$ cat src/rtl/seq_detector_param.sv
// Parametrised serial sequence detector with KMP fallback, optional overlap,
// sample enable and a saturating match counter.
module seq_detector_param #(
    parameter int             N       = 4,
    parameter logic [N-1:0]   PATTERN = 4'b1011,
    parameter bit             OVERLAP = 1'b1,
    parameter int             CNT_W   = 8,
    localparam int            SW      = $clog2(N + 1)
) (
    input  logic             clk,
    input  logic             reset,
    input  logic             x,
    input  logic             en,
    output logic             y,
    output logic [SW-1:0]    state,
    output logic [CNT_W-1:0] match_cnt
);

    localparam int NS = 2 ** SW;
    localparam logic [CNT_W-1:0] CNT_ONE = CNT_W'(1);

    // Longest prefix of PATTERN (shorter than N) that is a suffix of the
    // first k pattern bits followed by bit b; evaluated only at elaboration.
    function automatic logic [SW-1:0] calc_next(input int k, input logic b);
        int          len;
        int          pos;
        logic        ok;
        logic        sbit;
        logic [SW-1:0] best;
        len  = k + 1;
        best = '0;
        for (int j = 1; j < N; j++) begin
            if (j <= len) begin
                ok = 1'b1;
                for (int i = 0; i < j; i++) begin
                    pos  = len - j + i;
                    sbit = (pos == k) ? b : PATTERN[N-1-pos];
                    if (PATTERN[N-1-i] != sbit) begin
                        ok = 1'b0;
                    end
                end
                if (ok) begin
                    best = SW'(j);
                end
            end
        end
        return best;
    endfunction

    logic [SW-1:0] next_on0 [NS];
    logic [SW-1:0] next_on1 [NS];

    generate
        for (genvar k = 0; k < NS; k++) begin : g_tbl
            if (k < N) begin : g_valid
                assign next_on0[k] = calc_next(k, 1'b0);
                assign next_on1[k] = calc_next(k, 1'b1);
            end else begin : g_unused
                assign next_on0[k] = '0;
                assign next_on1[k] = '0;
            end
        end
    endgenerate

    logic [SW-1:0] fallback;
    logic          completes;

    always_comb begin
        fallback  = x ? next_on1[state] : next_on0[state];
        completes = (state == SW'(N - 1)) && (x == PATTERN[0]);
    end

    // After a full match the table already yields the longest proper border,
    // which is exactly the overlapping restart point.
    always_ff @(posedge clk) begin
        if (reset) begin
            state     <= '0;
            y         <= 1'b0;
            match_cnt <= '0;
        end else if (en) begin
            y <= completes;
            if (completes) begin
                if (match_cnt != '1) begin
                    match_cnt <= match_cnt + CNT_ONE;
                end
                state <= OVERLAP ? fallback : '0;
            end else begin
                state <= fallback;
            end
        end else begin
            y <= 1'b0;
        end
    end

endmodule

$ cat config.mk
export PLATFORM = sky130hd
export DESIGN_NAME = seq_detector_param
export DESIGN_NICKNAME = d
export VERILOG_FILES = /design/src/rtl/seq_detector_param.sv
export SDC_FILE = /design/constraint.sdc
export NUM_CORES = 1
export LEC_CHECK = 0
export BUFFER_PORTS_ARGS = -buffer_cell sky130_fd_sc_hd__buf_2
export CORE_AREA = 2 2 39 41
export DETAILED_ROUTE_END_ITERATION = 7
export DIE_AREA = 0 0 41 43
export MAX_ROUTING_LAYER = met4
export PLACE_DENSITY_LB_ADDON = 0.25
export SYNTH_ARGS = -nofsm -noshare
export SYNTH_HDL_FRONTEND = slang
export SYNTH_SLANG_ARGS = --single-unit
$ cat constraint.sdc
create_clock -name clk -period 3.92 [get_ports clk]
set_clock_uncertainty 0.2 [all_clocks]
set_input_delay 0 -clock clk [delete_from_list [all_inputs] [get_ports clk]]
set_output_delay 0 -clock clk [all_outputs]
set_load 0.02 [all_outputs]
==> run summary, run 1 <==
Clock Pin Slew Worst Setup and Hold Paths = 0.07 ns
Top post-synthesis cells by area = dfxtp_1, a2111oi_4, mux2_2, nor2_1, nand4_4
Final setup fails = 0
Routability cong. = 0.7701
Worst EP required = 3.94 ns
Compound-Gate Fraction of Synth Area = 20.35%
HPWL Detailed = 811 µm
Critical Path End Type = flip-flop
Peak supply drop = 0.1772 mV
Post-Synth Simple-Gate Area = 25.54%
Largest family of logic cells by synthesized area = simple AND/OR/NAND/NOR gates
Cell taking the most area after synthesis = dfxtp_1
Ports = 16
Total CTS buffers = 3
Post-synthesis cell type count = 29
HP Class = flip-flop to flip-flop
Longest Clk Path Bufs = 2
Number of setup buffers added after CTS = 0
Die area = 1763 µm²
H-tree depth = 1
Syn_area_per_cell = 9.634 µm²
#FFs+latches synth = 11
Via count = 529
Die Y = 43 µm
Final nets = 88
Number of global-route vias before repair = 475
Syn Nets = 65
1st-iter DRT viols = 7
Post-synth EDFFs = 0
Share of the synthesized area in the top cell type = 38.10%
Post-Route Utilization = 53.71%
Top-count cell post-synth = dfxtp_1
GRT overflow = 0
Die width = 41 µm
Data arrival, critical path = 2.12 ns
Sequential share of the synthesized area = 38.10%
Drt wl/cell = 12.87 µm
Fin crit share = 53.46%
Leak = 0.0003137 µW
First-pass GRT wire length = 2.132 mm
Total global-route track usage = 18.66%
Synth top cells by count = dfxtp_1, nor2_1, a21oi_1
Crit start category = input port
Initial Util = 41.77%
Asr flop ratio synth = 0%
Minimum clock period = 2.096 ns
CTS tree = yes
XOR/XNOR Fraction of Synth Area = 0%
Design Power = 209.4 µW
Clk root buf = clkbuf_4
Slew Limit Fails = 0
Antenna viol nets, final = 0
Row Count = 14
Most used DFF post-synth = dfxtp_1
Pin count of the biggest net entering global routing = 16
Crit path kind = input port to flip-flop
Layout cells sized above 1 = 28.05%
Antenna Cells = 0
Syn-to-layout area delta = 28.57%
Syn. warnings = 0
Fmax = 477.2 MHz
Resize count post-CTS = 0
CTS Sinks = 11
CP max FO = 5
CTS Hold Bufs = 6
Syn Std Cell Area = 578.1 µm²
Vias per cell = 5.398
Power Density = 281.7 nW/µm²
Post-Syn Instances = 60
MaxCap Viol Count = 0
Number of port buffers = 14
Worst skew pair latency = 0.27 ns
Mux contribution to synthesized area = 9.307%
Final hold violation count = 0
Post-synthesis adder-cell area fraction = 2.165%
RSZ-0062 raised after global routing = no
Setup TNS = 0 ns
Core Region = 1384 µm²
DRT Pass-1 Iters = 2
Antenna violations before repair = 0
Run status = complete, no violations
WL final = 1.261 mm
DRC Markers = 0
-- power breakdown --
group	leakage [µW]	internal [µW]	switching [µW]	total [µW]
Sequential	0.0000888	113	1.60	114
Combinational	0.000210	6.90	8.08	15.0
Clock	0.0000150	39.5	40.8	80.3
-- metrics by stage --
step                worst slack (ns)  instances  hold WS [ns]  instance area (µm²)
finish                         1.824         98        0.3156                743.2
global route                   1.760         98        0.3181                743.2
CTS                            1.872         98        0.2996                743.2
detailed placement             2.133         88        0.1433                656.9
global placement               2.175         88        0.1246                656.9
floorplan                      2.092         60      -0.05280                578.1
-- area by class of cell --
cell class	instances	area (µm²)
multi-input cells	44	335.3
repair buffers	20	130.1
inverters	3	11.26
well taps	16	20.02
flip-flops and latches	11	220.2
fillers	135	640.6
clock buffers	4	26.28
-- flip-flops by register name (all words and copies together), names as in the netlist --
signal and count:
y 1, match_cnt 8, state 2
-- final timing paths --
| path | cells after the start | from | slack (ns) | endpoint |
|---|---|---|---|---|
| min | 1 | match_cnt[6]$_SDFFE_PP0P_ | 0.32 | match_cnt[6]$_SDFFE_PP0P_ |
| min reg2reg | 1 | match_cnt[6]$_SDFFE_PP0P_ | 0.32 | match_cnt[6]$_SDFFE_PP0P_ |
| max reg2reg | 4 | state[0]$_SDFFE_PP0P_ | 1.83 | state[1]$_SDFFE_PP0P_ |
| max | 6 | x | 1.82 | state[1]$_SDFFE_PP0P_ |
-- kinds of logic (layout without fill, tap and decap cells) --
group                    Yosys count  after routing
AND/OR/NAND/NOR                   23             23
adder cells (fa/ha/maj)            1              1
AO/OA/AOI/OAI                     14             14
other                              1              1
multiplexers                       5              5
buffers and inverters              5             27
flip-flops                        11             11
-- layout by cell type, fill, tap and decap left out, drive strengths merged --
cell	instances
mux2	3
dfxtp	11
buf	14
ha	1
a311oi	2
nand3b	1
clkbuf	4
nor2	6
mux2i	2
o31a	1
nor2b	3
nand2	1
a31oi	1
nand3	2
a211oi	2
and4	2
nor4	2
nand4	1
inv	3
dlygate4sd3	6
and3	3
a21oi	5
nand2b	2
a2111oi	2
conb	1
o21ai	1
-- worst max-delay path, cell delays in order --
cell,delay [ns]
dlygate4sd3_1,0.54
buf_2,0.16
nand3b_1,0.16
dlygate4sd3_1,0.56
a21oi_1,0.14
dlygate4sd3_1,0.55
-- per-layer routing --
| layer | global-route usage, % | part of all wire (%) | vias up |
|---|---|---|---|
| li1 | - | - | 266 |
| met1 | 23.62 | 44 | 244 |
| met2 | 25.31 | 48 | 14 |
| met3 | 3.141 | 3.9 | 5 |
| met4 | 14.00 | 3.5 | 0 |
| met5 | - | 0 | - |
Note: power is estimated with default switching activity, not from simulation.
==> run 2: changes to the inputs <==
- clock period: 3.92 -> 2.1 ns (I/O delays scaled with it)
==> run 2 against run 1 <==
Against the previous run:
- sequential share of layout area grew 0.22 points
- register-to-register slack lost 1.7 ns
- worst hold slack lost 0.21 ns
- die area is the same
- global-route usage is the same
- combinational power grew 83%
- critical path type unchanged
- critical endpoint unchanged
==> run summary, run 2 (same netlist as run 1, synthesis figures left out) <==
Leak = 0.0003189 µW
Peak supply drop = 0.3316 mV
Largest Register = match_cnt
Delay-heaviest family, CP = buffers and inverters
Slew Limit Fails = 0
H-tree depth = 1
Via count = 527
Core Region = 1384 µm²
DRC Markers = 0
Syn-to-layout area delta = 28.36%
Worst skew pair latency = 0.27 ns
Setup Slack @ Placement = 0.3131 ns
Die Y = 43 µm
Worst R2R End = state[1]$_SDFFE_PP0P_
CP peak stage delay = 0.56 ns
Clk root buf = clkbuf_4
Run status = complete, no violations
Pin count of the biggest net entering global routing = 16
Power Density = 526.8 nW/µm²
CTS Sinks = 11
Number of port buffers = 14
Ports = 16
Seq. cell area = 221.5 µm²
Clock Pin Slew Worst Setup and Hold Paths = 0.07 ns
Routability cong. = 0.7701
HP Class = input port to flip-flop
Fmax = 496.6 MHz
Slack of the critical path = 0.08642 ns
CP most frequent cell = dlygate4sd3_1
WL final = 1.252 mm
HPWL Detailed = 811 µm
Number of global-route vias before repair = 475
Crit start category = input port
Worst hold slack = 0.1105 ns
1st-iter DRT viols = 7
Top flop regs = match_cnt x8, state x2, y x1
Final nets = 87
Final setup fails = 0
Longest Clk Path Bufs = 2
Critical Path End Type = flip-flop
CP max stage cell = dlygate4sd3_1
Total global-route track usage = 18.66%
Antenna viol nets, final = 0
Die area = 1763 µm²
Worst EP required = 2.12 ns
DRT Pass-1 Iters = 2
Setup TNS = 0 ns
CP max FO = 5
Layout cells sized above 1 = 28.40%
Number of setup buffers added after CTS = 0
Most frequent cells in the layout = buf_2, dfxtp_1, nor2_1, dlygate4sd3_1, a21oi_1
RSZ-0062 raised after global routing = no
Data arrival, critical path = 2.03 ns
Placed instance area = 656.9 µm²
Minimum clock period = 2.014 ns
Post-route cell area = 742.0 µm²
RR Startpoint = state[0]$_SDFFE_PP0P_
Most common cell after layout, fill and taps aside = buf_2
Setup slack, reg-to-reg = 0.11 ns
Design Power = 390.9 µW
Worst r2r path cells = 4
Multi-input logic area = 335.3 µm²
GRT overflow = 0
Drt wl/cell = 12.91 µm
Antenna violations before repair = 0
Vias per cell = 5.433
Worst Hold Launch = x
Antenna Cells = 0
Initial Util = 41.77%
WHS Endpoint = y$_SDFF_PP0_
Crit path kind = input port to flip-flop
Final hold violation count = 0
Worst path bufs/invs = 4
Fin crit share = 95.88%
FILL cells = 133
Total CTS buffers = 3
CTS tree = yes
Hold Path Cell Cnt = 3
Die width = 41 µm
Max FFs per register = 8
First-pass GRT wire length = 2.132 mm
Row Count = 14
MaxCap Viol Count = 0
Crit path cell chain = dlygate4sd3_1, buf_2, nand3b_1, dlygate4sd3_1, a21oi_1, dlygate4sd3_1
[run 2: changes by cell type in the layout (fill, tap and decap cells not counted)]
cell	previous run	this run
buf_2	14	13
dfxtp_1	11	10
dfxtp_2	0	1
dlygate4sd3_1	6	5
dlymetal6s4s_1	0	1
[run 2: metal layers]
metal	share of wire (%)	vias up	track usage, %
li1	-	264	-
met4	3.5	0	14.00
met5	0	-	-
met3	3.9	5	3.141
met2	48	14	25.31
met1	44	244	23.62
[run 2: worst max path at each step]
stage,cells past startpoint,to,slack [ns],from
2_1_floorplan,4,match_cnt[4]$_SDFFE_PP0P_,0.27,match_cnt[0]$_SDFFE_PP0P_
3_3_place_gp,4,match_cnt[4]$_SDFFE_PP0P_,0.36,match_cnt[0]$_SDFFE_PP0P_
4_1_cts,6,state[1]$_SDFFE_PP0P_,0.05,x
5_1_grt,6,state[1]$_SDFFE_PP0P_,0.01,en
6_report,6,state[1]$_SDFFE_PP0P_,0.09,en
3_5_place_dp,4,match_cnt[4]$_SDFFE_PP0P_,0.31,match_cnt[0]$_SDFFE_PP0P_
[run 2: power by group]
| group | internal [µW] | switching [µW] | leakage (µW) |
|---|---|---|---|
| combinational | 12.6 | 15.0 | 0.000215 |
| sequential | 210 | 2.92 | 0.0000891 |
| clock | 73.7 | 76.5 | 0.0000150 |
[run 2: worst reg2reg max path, cell delays in order, from the launching register on]
cell and delay (ns):
dfxtp_2 0.40, nand3b_1 0.09, dlygate4sd3_1 0.56, a21oi_1 0.14, dlygate4sd3_1 0.55
[run 2: timing repair]
action | 4_1_cts | 5_1_grt
endpoints found under the setup margin | 0 | 1
resized for setup | 0 | 2
endpoints found under the hold margin | 10 | 0
hold buffers | 6 | 0
[run 2: layout make-up]
class                   count  area share, %
well taps                  16          2.698
repair buffers             19          17.20
clock buffers               4          3.541
flip-flops and latches     11          29.85
multi-input cells          44          45.19
inverters                   3          1.518
[run 2: per-stage QoR]
step	util (%)	instances
2_1_floorplan	-	60
3_3_place_gp	47.47	88
3_5_place_dp	47.47	88
4_1_cts	53.71	98
5_1_grt	53.62	97
6_report	53.62	97
